$ cat src/rtl/lap_store.sv
// Lap-time storage bank: circular memory of stopwatch epochs with save, retrieve and clear.
// Optional build macro LAP_OVERWRITE_EN: saving while full replaces the oldest lap.
module lap_store #(
    parameter int DEPTH = 8,
    parameter int WIDTH = 28
) (
    input  logic                     clock,
    input  logic                     reset_n,
    input  logic                     save,
    input  logic                     retrieve,
    input  logic                     clear,
    input  logic [WIDTH-1:0]         time_in,
    output logic                     busy,
    output logic [WIDTH-1:0]         lap_out,
    output logic                     out_valid,
    output logic [$clog2(DEPTH):0]   lap_index,
    output logic [$clog2(DEPTH):0]   count,
    output logic                     full,
    output logic                     empty
);

    localparam int AW = $clog2(DEPTH);
    localparam int CW = AW + 1;

    typedef enum logic [2:0] {
        IDLE,
        WRITE,
        READ_ADDR,
        READ_DATA,
        CLEAR
    } state_t;

    state_t           state_q;
    logic [AW-1:0]    wrPtr_q;
    logic [AW-1:0]    oldestPtr_q;
    logic [AW-1:0]    rdOff_q;
    logic [AW-1:0]    rdAddr_q;
    logic [AW-1:0]    clrAddr_q;
    logic [CW-1:0]    count_q;
    logic [CW-1:0]    lapIndex_q;
    logic [WIDTH-1:0] timeLatch_q;
    logic [WIDTH-1:0] lapOut_q;
    logic             busy_q;
    logic             outValid_q;
    logic             full_q;
    logic             empty_q;

    logic [WIDTH-1:0] mem_q [DEPTH];

    logic [CW-1:0]    countInc_d;
    logic [AW-1:0]    rdOffNext_d;
    logic             saveAccept_d;
    logic             memWe_d;
    logic [AW-1:0]    memAddr_d;
    logic [WIDTH-1:0] memData_d;

    // Read offset wraps after the newest stored lap so display cycles oldest to newest.
    always_comb begin
        countInc_d  = count_q + CW'(1);
        rdOffNext_d = ({1'b0, rdOff_q} == (count_q - CW'(1))) ? '0 : rdOff_q + AW'(1);
`ifdef LAP_OVERWRITE_EN
        saveAccept_d = 1'b1;
`else
        saveAccept_d = !full_q;
`endif
        memWe_d   = 1'b0;
        memAddr_d = wrPtr_q;
        memData_d = timeLatch_q;
        if (state_q == WRITE) begin
            memWe_d = 1'b1;
        end else if (state_q == CLEAR) begin
            memWe_d   = 1'b1;
            memAddr_d = clrAddr_q;
            memData_d = '0;
        end
    end

    always_ff @(posedge clock) begin
        if (memWe_d) begin
            mem_q[memAddr_d] <= memData_d;
        end
    end

    always_ff @(posedge clock or negedge reset_n) begin
        if (!reset_n) begin
            state_q     <= IDLE;
            wrPtr_q     <= '0;
            oldestPtr_q <= '0;
            rdOff_q     <= '0;
            rdAddr_q    <= '0;
            clrAddr_q   <= '0;
            count_q     <= '0;
            lapIndex_q  <= '0;
            timeLatch_q <= '0;
            lapOut_q    <= '0;
            busy_q      <= 1'b0;
            outValid_q  <= 1'b0;
            full_q      <= 1'b0;
            empty_q     <= 1'b1;
        end else begin
            outValid_q <= 1'b0;
            case (state_q)
                IDLE: begin
                    if (clear) begin
                        state_q   <= CLEAR;
                        busy_q    <= 1'b1;
                        clrAddr_q <= '0;
                    end else if (save) begin
                        if (saveAccept_d) begin
                            state_q     <= WRITE;
                            busy_q      <= 1'b1;
                            timeLatch_q <= time_in;
                        end
                    end else if (retrieve && !empty_q) begin
                        state_q <= READ_ADDR;
                        busy_q  <= 1'b1;
                    end
                end
                WRITE: begin
                    wrPtr_q <= wrPtr_q + AW'(1);
                    // A write while full can only happen in overwrite builds.
                    if (full_q) begin
                        oldestPtr_q <= oldestPtr_q + AW'(1);
                        rdOff_q     <= '0;
                    end else begin
                        count_q <= countInc_d;
                        full_q  <= (countInc_d == CW'(DEPTH));
                        empty_q <= 1'b0;
                    end
                    busy_q  <= 1'b0;
                    state_q <= IDLE;
                end
                READ_ADDR: begin
                    rdAddr_q <= oldestPtr_q + rdOff_q;
                    state_q  <= READ_DATA;
                end
                READ_DATA: begin
                    lapOut_q   <= mem_q[rdAddr_q];
                    lapIndex_q <= {1'b0, rdOff_q} + CW'(1);
                    outValid_q <= 1'b1;
                    rdOff_q    <= rdOffNext_d;
                    busy_q     <= 1'b0;
                    state_q    <= IDLE;
                end
                CLEAR: begin
                    clrAddr_q <= clrAddr_q + AW'(1);
                    if (clrAddr_q == AW'(DEPTH - 1)) begin
                        wrPtr_q     <= '0;
                        oldestPtr_q <= '0;
                        rdOff_q     <= '0;
                        count_q     <= '0;
                        lapOut_q    <= '0;
                        lapIndex_q  <= '0;
                        full_q      <= 1'b0;
                        empty_q     <= 1'b1;
                        busy_q      <= 1'b0;
                        state_q     <= IDLE;
                    end
                end
                default: begin
                    state_q <= IDLE;
                    busy_q  <= 1'b0;
                end
            endcase
        end
    end

    assign busy      = busy_q;
    assign lap_out   = lapOut_q;
    assign out_valid = outValid_q;
    assign lap_index = lapIndex_q;
    assign count     = count_q;
    assign full      = full_q;
    assign empty     = empty_q;

endmodule

$ cat config.mk
export PLATFORM = sky130hd
export DESIGN_NAME = lap_store
export DESIGN_NICKNAME = d
export VERILOG_FILES = /design/src/rtl/lap_store.sv
export SDC_FILE = /design/constraint.sdc
export NUM_CORES = 1
export LEC_CHECK = 0
export BUFFER_PORTS_ARGS = -buffer_cell sky130_fd_sc_hd__buf_2
export CORE_UTILIZATION = 45
export DETAILED_ROUTE_END_ITERATION = 6
export MAX_ROUTING_LAYER = met4
export PLACE_DENSITY = 0.72
export SLEW_MARGIN = 20
export SYNTH_ARGS = -nofsm -noshare
export SYNTH_HDL_FRONTEND = slang
export SYNTH_SLANG_ARGS = --single-unit
$ cat constraint.sdc
create_clock -name clock -period 6.04 [get_ports clock]
set_clock_uncertainty 0.15 [all_clocks]
set_input_delay 0.302 -clock clock [delete_from_list [all_inputs] [get_ports clock]]
set_output_delay 0.302 -clock clock [all_outputs]
set_load 0.05 [all_outputs]
Word level (Yosys, flattened, before mapping)

Memory sizes are Yosys's and may differ from the RTL's.
Cells that the tools add are included.

Equality and inequality tests: 13
Bitwise gates (word level): 3
Reductions and logical operators: 16
$add $sub $neg: 8
Order comparisons: 0
Div/mod/pow operators: 0
Multipliers: 0
Shift-type cells: 0
Muxes and demuxes: 40

Operators with widths:

| kind                | number |
|---|---|
| $mux 28             | 3 |
| $pmux 28 s2         | 1 |
| $mux 3              | 11 |
| $pmux 3 s2          | 3 |
| $pmux 3 s3          | 2 |
| $pmux 4 s2          | 2 |
| $mux 1              | 13 |
| $add 3x1->3 const B | 4 |
| $reduce_and 3->1    | 4 |
| $mux 4              | 2 |
| $ne 4x4->1 const B  | 2 |
| $reduce_and 4->1    | 2 |
| $eq 3x2->1 const B  | 2 |
| $eq 3x3->1 const B  | 2 |
| $ne 2x2->1 const B  | 3 |
| $reduce_and 2->1    | 3 |
| $reduce_bool 2->1   | 3 |
| $add 3x1->4 const B | 1 |
| $add 4x1->4 const B | 1 |
| $eq 3x4->1          | 1 |
| $eq 4x4->1 const B  | 1 |
| $pmux 1 s2          | 2 |
| $sub 4x1->4 const B | 1 |
| $add 3x3->3         | 1 |
| other kinds (8)     | 10 |

Word-level logic and storage cells: 95
Bits in registers: 86
Output and inout port bits: 40
ROM bits: 0
Bits in writable memories: 224
Memories: 1
Latch bits: 0

Memory list:

| memory | depth | bits a word | rd ports | clocked after Yosys merged registers in | write ports | line | source |
|---|---|---|---|---|---|---|---|
| mem_q  | 8     | 28          | 1        | 0                                       | 1           | 48   | `logic [WIDTH-1:0] mem_q [DEPTH];` |

Longest topological paths before layout

Gate-level depths: netlist of the first run.

Depth in word-level cells: 6
Gate-level depth with buffers: 8
Gate-level depth less buffers: 7

Worst setup path before layout of the first run

OpenSTA, ideal clock, no wires.

Path kind: reg-to-reg
Start point: register state_q[2]
End point: memory mem_q[2][0], enable pin
Buffers on the path: 1
Required time: 5.477 ns
Arrival time: 2.459 ns
Stages on the path, launching flop included: 5
Setup slack: 3.018 ns
Period minus slack after synthesis: 3.022 ns
Cell sequence: dfrtp_1 -> buf_2 -> or3b_2 -> o22a_1 -> nor2_1

Cells in the longest elaborated chain, start to end: 5

Ends and longest elaborated chain:

| item                         | line | source |
|---|---|---|
| start: declaration           | 33   | `state_t state_q;` |
| start signal: assignment     | 86   | `state_q <= IDLE;` |
| start signal: assignment     | 105  | `state_q <= CLEAR;` |
| start signal: assignment     | 110  | `state_q <= WRITE;` |
| $eq 3x3->1                   | 71   | `end else if (state_q == CLEAR) begin` |
| $mux 1                       | 71   |  |
| $mux 1                       | 69   | `if (state_q == WRITE) begin` |
| $mux 1                       | 79   | `if (memWe_d) begin` |
| $mux 1 (implied by the code) | 80   | `mem_q[memAddr_d] <= memData_d;` |
| end: declaration             | 48   |  |

Several ways; a longest one is shown, not always the timed one.

Worst setup path after layout of the first run

Start point: register state_q[1]
End point: memory mem_q[6][18], enable pin

The elaborated chain is that of the path after synthesis.

==> results of run 1 <==
[stage by stage]
stage	hold slack (ns)	util (%)
floorplan	-0.144	-
global placement	0.135	48.5
detailed placement	0.134	48.5
CTS	0.00469	53.5
global route	0.0328	53.5
finish	0.0171	53.5
[cell usage in the layout (no fill, tap or decap), types with 7 or more instances in the layout]
master and count:
edfxtp_1 224, dfrtp_1 83, buf_2 71, mux4_2 56, nand2_1 48, o21ai_0 41
clkbuf_16 32, and2_1 30, dlygate4sd3_1 30, mux2i_1 28, mux2_4 20, buf_4 15
mux2_2 11, nor2_1 10, nor2_2 9, ha_1 8, nand3_1 7, a21oi_1 7
clkbuf_1 7
[sequential cells by signal, indices dropped and copies added, names as in the netlist]
name,flops
clrAddr_q,3
lap_out,28
oldestPtr_q,3
busy,1
rdAddr_q,3
mem_q,224
lap_index,4
wrPtr_q,3
count,4
empty,1
out_valid,1
rdOff_q,3
timeLatch_q,28
full,1
state_q,3
[metal layers]
layer	vias up	track usage [%]	share of wire, %
met2	135	27.6	49
met3	23	2.55	5.1
met4	0	3.83	1.1
met5	-	-	0
met1	3132	22.5	45
li1	2856	-	-
[critical path: cells and delay by family, from the launching register on]
kind,cells,cell delay [ns]
and+or+nand+nor,4,1.69
AOI/OAI and AO/OA,1,0.11
DFF,1,0.47
buffers and inverters,1,0.40
[power breakdown]
group / switching (W) / leakage (nW) / internal [W]
Combinational: 0.000790 / 1.62 / 0.000465
Clock: 0.000765 / 0.506 / 0.00117
Sequential: 0.000184 / 3.23 / 0.00308
Total: 0.00174 / 5.35 / 0.00472
[path summary, 6_finish.rpt]
| check | from | cells after the start | to |
|---|---|---|---|
| worst max-delay path | state_q[1]$_DFFE_PN0P_ | 6 | mem_q[6][18]$_DFFE_PP_ |
| worst min-delay path | clear | 3 | state_q[0]$_DFFE_PN0P_ |
| worst max register to register | state_q[1]$_DFFE_PN0P_ | 6 | mem_q[6][18]$_DFFE_PP_ |
| worst min register to register | lap_out[24]$_DFFE_PN0P_ | 2 | lap_out[24]$_DFFE_PN0P_ |
| max in group asynchronous | reset_n | 3 | rdAddr_q[0]$_DFFE_PN0N_ |
| min in group asynchronous | reset_n | 2 | lap_out[1]$_DFFE_PN0P_ |
[timing repair]
item | CTS | global route
resized for setup | 0 | 0
hold endpoints to repair | 62 | 0
hold buffers | 30 | 0
[cell families (layout without fill, tap and decap cells)]
| family | after synthesis | in the layout | synth area share (%) |
|---|---|---|---|
| compound gates | 70 | 70 | 3.38 |
| fa+ha+maj | 9 | 9 | 0.978 |
| flops | 310 | 310 | 72.3 |
| xor+xnor | 7 | 7 | 0.499 |
| buf+inv | 39 | 179 | 1.61 |
| simple gates | 126 | 126 | 5.22 |
| mux | 115 | 115 | 16.0 |
[cell type report]
class	count	area, um2
Sequential cell	310	8880
Timing Repair Buffer	116	768
Inverter	6	22.5
Clock buffer	45	910
Clock inverter	12	144
Fill cell	2101	12500
Tap cell	341	427
Multi-Input combinational cell	327	3230
==> run_results.csv, run 1 <==
group,metric,value,unit
clocking,clk_latency,0.54,ns
logic_synthesis,yosysMostFrequentCell,"edfxtp_1",
route,route.vias.total,6146,
outcome,status,"completed",
min_path,hp-class,"in -> reg",
route,drt_iter0_markers,422,
setup_path,crit_required,6.11,ns
setup_path,path_cells,"nor2_1, nand2_2, nor3_1, a31oi_1, nor2_2, buf_4",
route,dr.pass1.iters,4,
logic_synthesis,synth_largest_area_cell,"edfxtp_1",
setup_path,worst-path-max-fanout,33,
timing,max_freq,0.315,GHz
die,die_h,167,um
logic_synthesis,synth.top_cell.area_share,54.8,%
logic_synthesis,synth_area_leaders,"edfxtp_1 55%, dfrtp_1 17%, mux4_2 10%",
grt,grt_max_degree,54,
place,dpl.hpwl,13200,um
setup_path,slowest_delay,0.70,ns
route,drc,0,
setup_path,r2r_setup_slack,2.86,ns
timing,min_period_over_period,52.6,%
die,dieArea,0.0280,mm2
final_layout,syn_to_final_growth,17.1,%
timing,setup_viol_count_final,0,
clocking,cts_tree,"done",
clocking,postCtsSetupRepairBufs,0,
logic_synthesis,synth_commonest_cells,"224 x edfxtp_1, 85 x dfrtp_1, 56 x mux4_2",
place,dp_cells,1070,
pwr,ir_worst_vdd,0.234,mV
route,ant_nets,0,
logic_synthesis,ys_ff_latch,310,
grt,grt_overflow,0,
clocking,root_buffer,"clkbuf_16",
setup_path,startpoint_type,"flop",
route,post_drt_wl_per_cell,19.4,um
timing,worstMarginPinSlew,1.00,ns
die,rows,60,
timing,setup_slack,2.86,ns
grt,gr-usage-all-layers,16.9,%
route,avgViaCountPerCell,5.31,
setup_path,crit_path_top_delay_cell,"nor2_2",
logic_synthesis,avgSynthCellArea,18.2,um2
pwr,power.total,0.00646,W
timing,drv_slew,0,
setup_path,crit_arrival,3.25,ns
place,place.gp.congestion,0.733,
die,io_pins,73,
logic_synthesis,syn-num-nets,718,
timing,setup-tns-final,0,ns
grt,grt_pass1_wl,35100,um
timing,period_needed,3.18,ns
setup_path,end_kind,"flop",
clocking,path_clk_slew,0.06,ns
logic_synthesis,ys_warn_count,0,
final_layout,drive_above_1_share,29.8,%
place,portBuffers,72,
grt,first_global_vias,6251,
timing,max_slew_margin,33.3,%
logic_synthesis,synth_edf_count,224,
setup_path,critPathKind,"reg -> reg",
flow_run,cap_violations,0,
place,post_dp_cell_area,0.0130,mm2
pwr,total_leakage_power,5.35,nW
clocking,cts_sinks,310,
final_layout,finalInstanceArea,0.0144,mm2
clocking,cts_buffer_depth,3,
timing,finalHoldViolCount,0,
clocking,htreeDepth,1,
die,core,0.0269,mm2
final_layout,antenna_cells,0,
grt,antenna_found_initial,0,
final_layout,finalNonFillerCells,1157,
timing,rsz0062_at_grt,"false",
logic_synthesis,syn_area,0.0123,mm2
logic_synthesis,yosysUniqueCellTypes,46,
logic_synthesis,synthCells,676,
route,wirelength,22400,um
die,start_util,45.7,%
logic_synthesis,async_flop_share,27.7,%
clocking,cts_made_buffers,31,
pwr,p_per_area,449,mW/mm2
logic_synthesis,ys.flop_type,"edfxtp_1",
final_layout,fin_nets,834,
die,die_w,167,um
place,pre_cts_slack,2.38,ns
logic_synthesis,seq_area_frac_synth,72.3,%
(Power assumes the default switching activity.)
==> run 2: changes to the inputs <==
PLACE_DENSITY = 0.74   (was 0.72)
clock period = 2.9 ns   (was 6.04 ns; I/O delays follow)
==> run 2 against run 1 <==
Against the previous run: the flow now finishes with violations (negative hold slack); combinational power increased by 120%; first-iteration DRC count rose by 31%; fmax rose by 33%; core utilization rose by 0.43 points; final cell count up 1.2%; sequential share of layout area fell by 0.49 points; register-to-register slack lost 2.4 ns; critical path depth shrank 1; worst hold slack got worse by 0.030 ns.
==> run_results.csv, run 2 (same netlist as run 1, synthesis figures left out) <==
group,metric,value,unit
die,start_util,45.7,%
die,rows,60,
min_path,hp-class,"in -> async",
final_layout,final_common_cell,"edfxtp_1",
clocking,root_buffer,"clkbuf_16",
clocking,htreeDepth,1,
clocking,cts_sinks,310,
flow_run,cap_violations,0,
final_layout,drive_above_1_share,30.4,%
pwr,p_int,0.00973,W
final_layout,syn_to_final_growth,18.0,%
grt,grt_overflow,0,
final_layout,largest_register_ffs,224,
setup_path,path_cells,"nor2_1, and2_1, a22oi_1, nor2_2, buf_4",
final_layout,nFillCells,2077,
final_layout,antenna_cells,0,
final_layout,layout_common_cells,"224 x edfxtp_1, 83 x dfrtp_1, 71 x buf_2",
pwr,total_leakage_power,5.43,nW
grt,antenna_found_initial,0,
route,avgViaCountPerCell,5.30,
final_layout,final_util,53.9,%
route,route.vias.total,6202,
pwr,netSwitchingFraction,27.6,%
grt,gr-usage-all-layers,17.6,%
clocking,cts_buffer_depth,3,
clocking,cts_tree,"done",
clocking,postCtsSetupRepairBufs,0,
outcome,violations,"negative hold slack",
timing,min_period_over_period,82.5,%
route,wirelength,23100,um
route,dr.pass1.iters,4,
final_layout,top_register,"mem_q",
setup_path,crit_arrival,2.49,ns
die,die_w,167,um
outcome,status,"finished with violations",
setup_path,startpoint_type,"flop",
pwr,power.total,0.0134,W
pwr,p_per_area,927,mW/mm2
final_layout,multi_input_area,0.00322,mm2
timing,drv_slew,0,
final_layout,fin_nets,847,
pwr,pwr-share-clk,29.2,%
grt,grt_pass1_wl,36800,um
timing,period_needed,2.39,ns
timing,rsz0062_at_grt,"false",
setup_path,crit_family,"simple AND/OR/NAND/NOR gates",
final_layout,seqCellArea,0.00888,mm2
place,portBuffers,72,
timing,setup-tns-final,0,ns
place,place.gp.congestion,0.735,
route,drc,0,
timing,worstMarginPinSlew,0.649,ns
route,post_drt_wl_per_cell,19.7,um
pwr,power_frac_seq,50.5,%
grt,grt_max_degree,48,
pwr,ir_worst_vdd,0.449,mV
setup_path,crit_required,2.99,ns
pwr,p_sw,0.00371,W
clocking,path_clk_slew,0.06,ns
route,drt_iter0_markers,554,
timing,max_slew_margin,56.7,%
die,core,0.0269,mm2
timing,setup_viol_count_final,0,
pwr,combPwrFrac,20.3,%
grt,first_global_vias,6504,
clocking,cts_resized,0,
setup_path,slowest_delay,0.48,ns
setup_path,end_kind,"flop",
setup_path,crit_path_top_delay_cell,"dfrtp_1",
clocking,cts_made_buffers,31,
setup_path,worst-path-max-fanout,15,
route,ant_nets,0,
timing,finalHoldViolCount,7,
die,io_pins,73,
place,dpl.hpwl,14300,um
timing,hold_slack,-0.0125,ns
timing,max_freq,0.418,GHz
die,dieArea,0.0280,mm2
die,die_h,167,um
setup_path,critPathKind,"reg -> reg",
clocking,clk_latency,0.57,ns
setup_path,path_buf_inv,1,
run 2: changes by cell type in the layout (fill, tap and decap cells not counted), sizes merged:
cell         previous run  this run
buf                    86        97
clkbuf                 45        39
clkinv                  5        13
clkinvlp                4         1
dlygate4sd3            30        32
inv                     6         8
run 2: power groups by stage:
stage	clock network [W]	registers (W)	logic, W
after floorplan	0	0.00687	0.00171
after global placement	0	0.00682	0.00267
after detailed placement	0	0.00687	0.00274
after CTS	0.00400	0.00680	0.00279
after global routing	0.00417	0.00691	0.00299
final	0.00393	0.00679	0.00273
run 2: layout make-up:
type                            count  share of cell area, %
Sequential cell                   310                   61.3
Multi-Input combinational cell    327                   22.2
Timing Repair Buffer              129                   6.44
Clock buffer                       39                   5.63
Tap cell                          341                   2.94
Clock inverter                     19                   1.31
Inverter                            6                  0.155
run 2: per-stage QoR:
step	area, um2	hold slack, ns	setup slack [ns]	instances
after floorplan	12300	-0.301	-0.122	676
after global placement	13200	0.0568	0.588	1081
after detailed placement	13200	0.0687	0.529	1081
after CTS	14500	0.00344	0.505	1171
after global routing	14500	0.0593	0.288	1171
final	14500	-0.0125	0.507	1171
run 2: metal layers:
metal	global-route usage (%)	vias to the layer above	share of wire (%)
li1	-	2879	-
met2	28.6	134	50
met5	-	-	0
met3	2.55	31	4.7
met1	23.6	3158	43
met4	4.59	0	1.8
run 2: timing repair:
action,4_1_cts,5_1_grt
hold buffers,32,0
endpoints found under the hold margin,116,0
setup endpoints to repair,0,0
run 2: worst paths after layout:
kind,slack [ns],depth (start not counted),from,endpoint
min reg2reg,0.32,2,lap_out[18]$_DFFE_PN0P_,lap_out[18]$_DFFE_PN0P_
max in group asynchronous,1.94,3,reset_n,empty$_DFFE_PN1P_
min,-0.01,2,reset_n,count[0]$_DFFE_PN0P_
max,0.51,5,state_q[1]$_DFFE_PN0P_,mem_q[5][26]$_DFFE_PP_
min in group clock,0.05,5,retrieve,busy$_DFFE_PN0P_
max reg2reg,0.51,5,state_q[1]$_DFFE_PN0P_,mem_q[5][26]$_DFFE_PP_
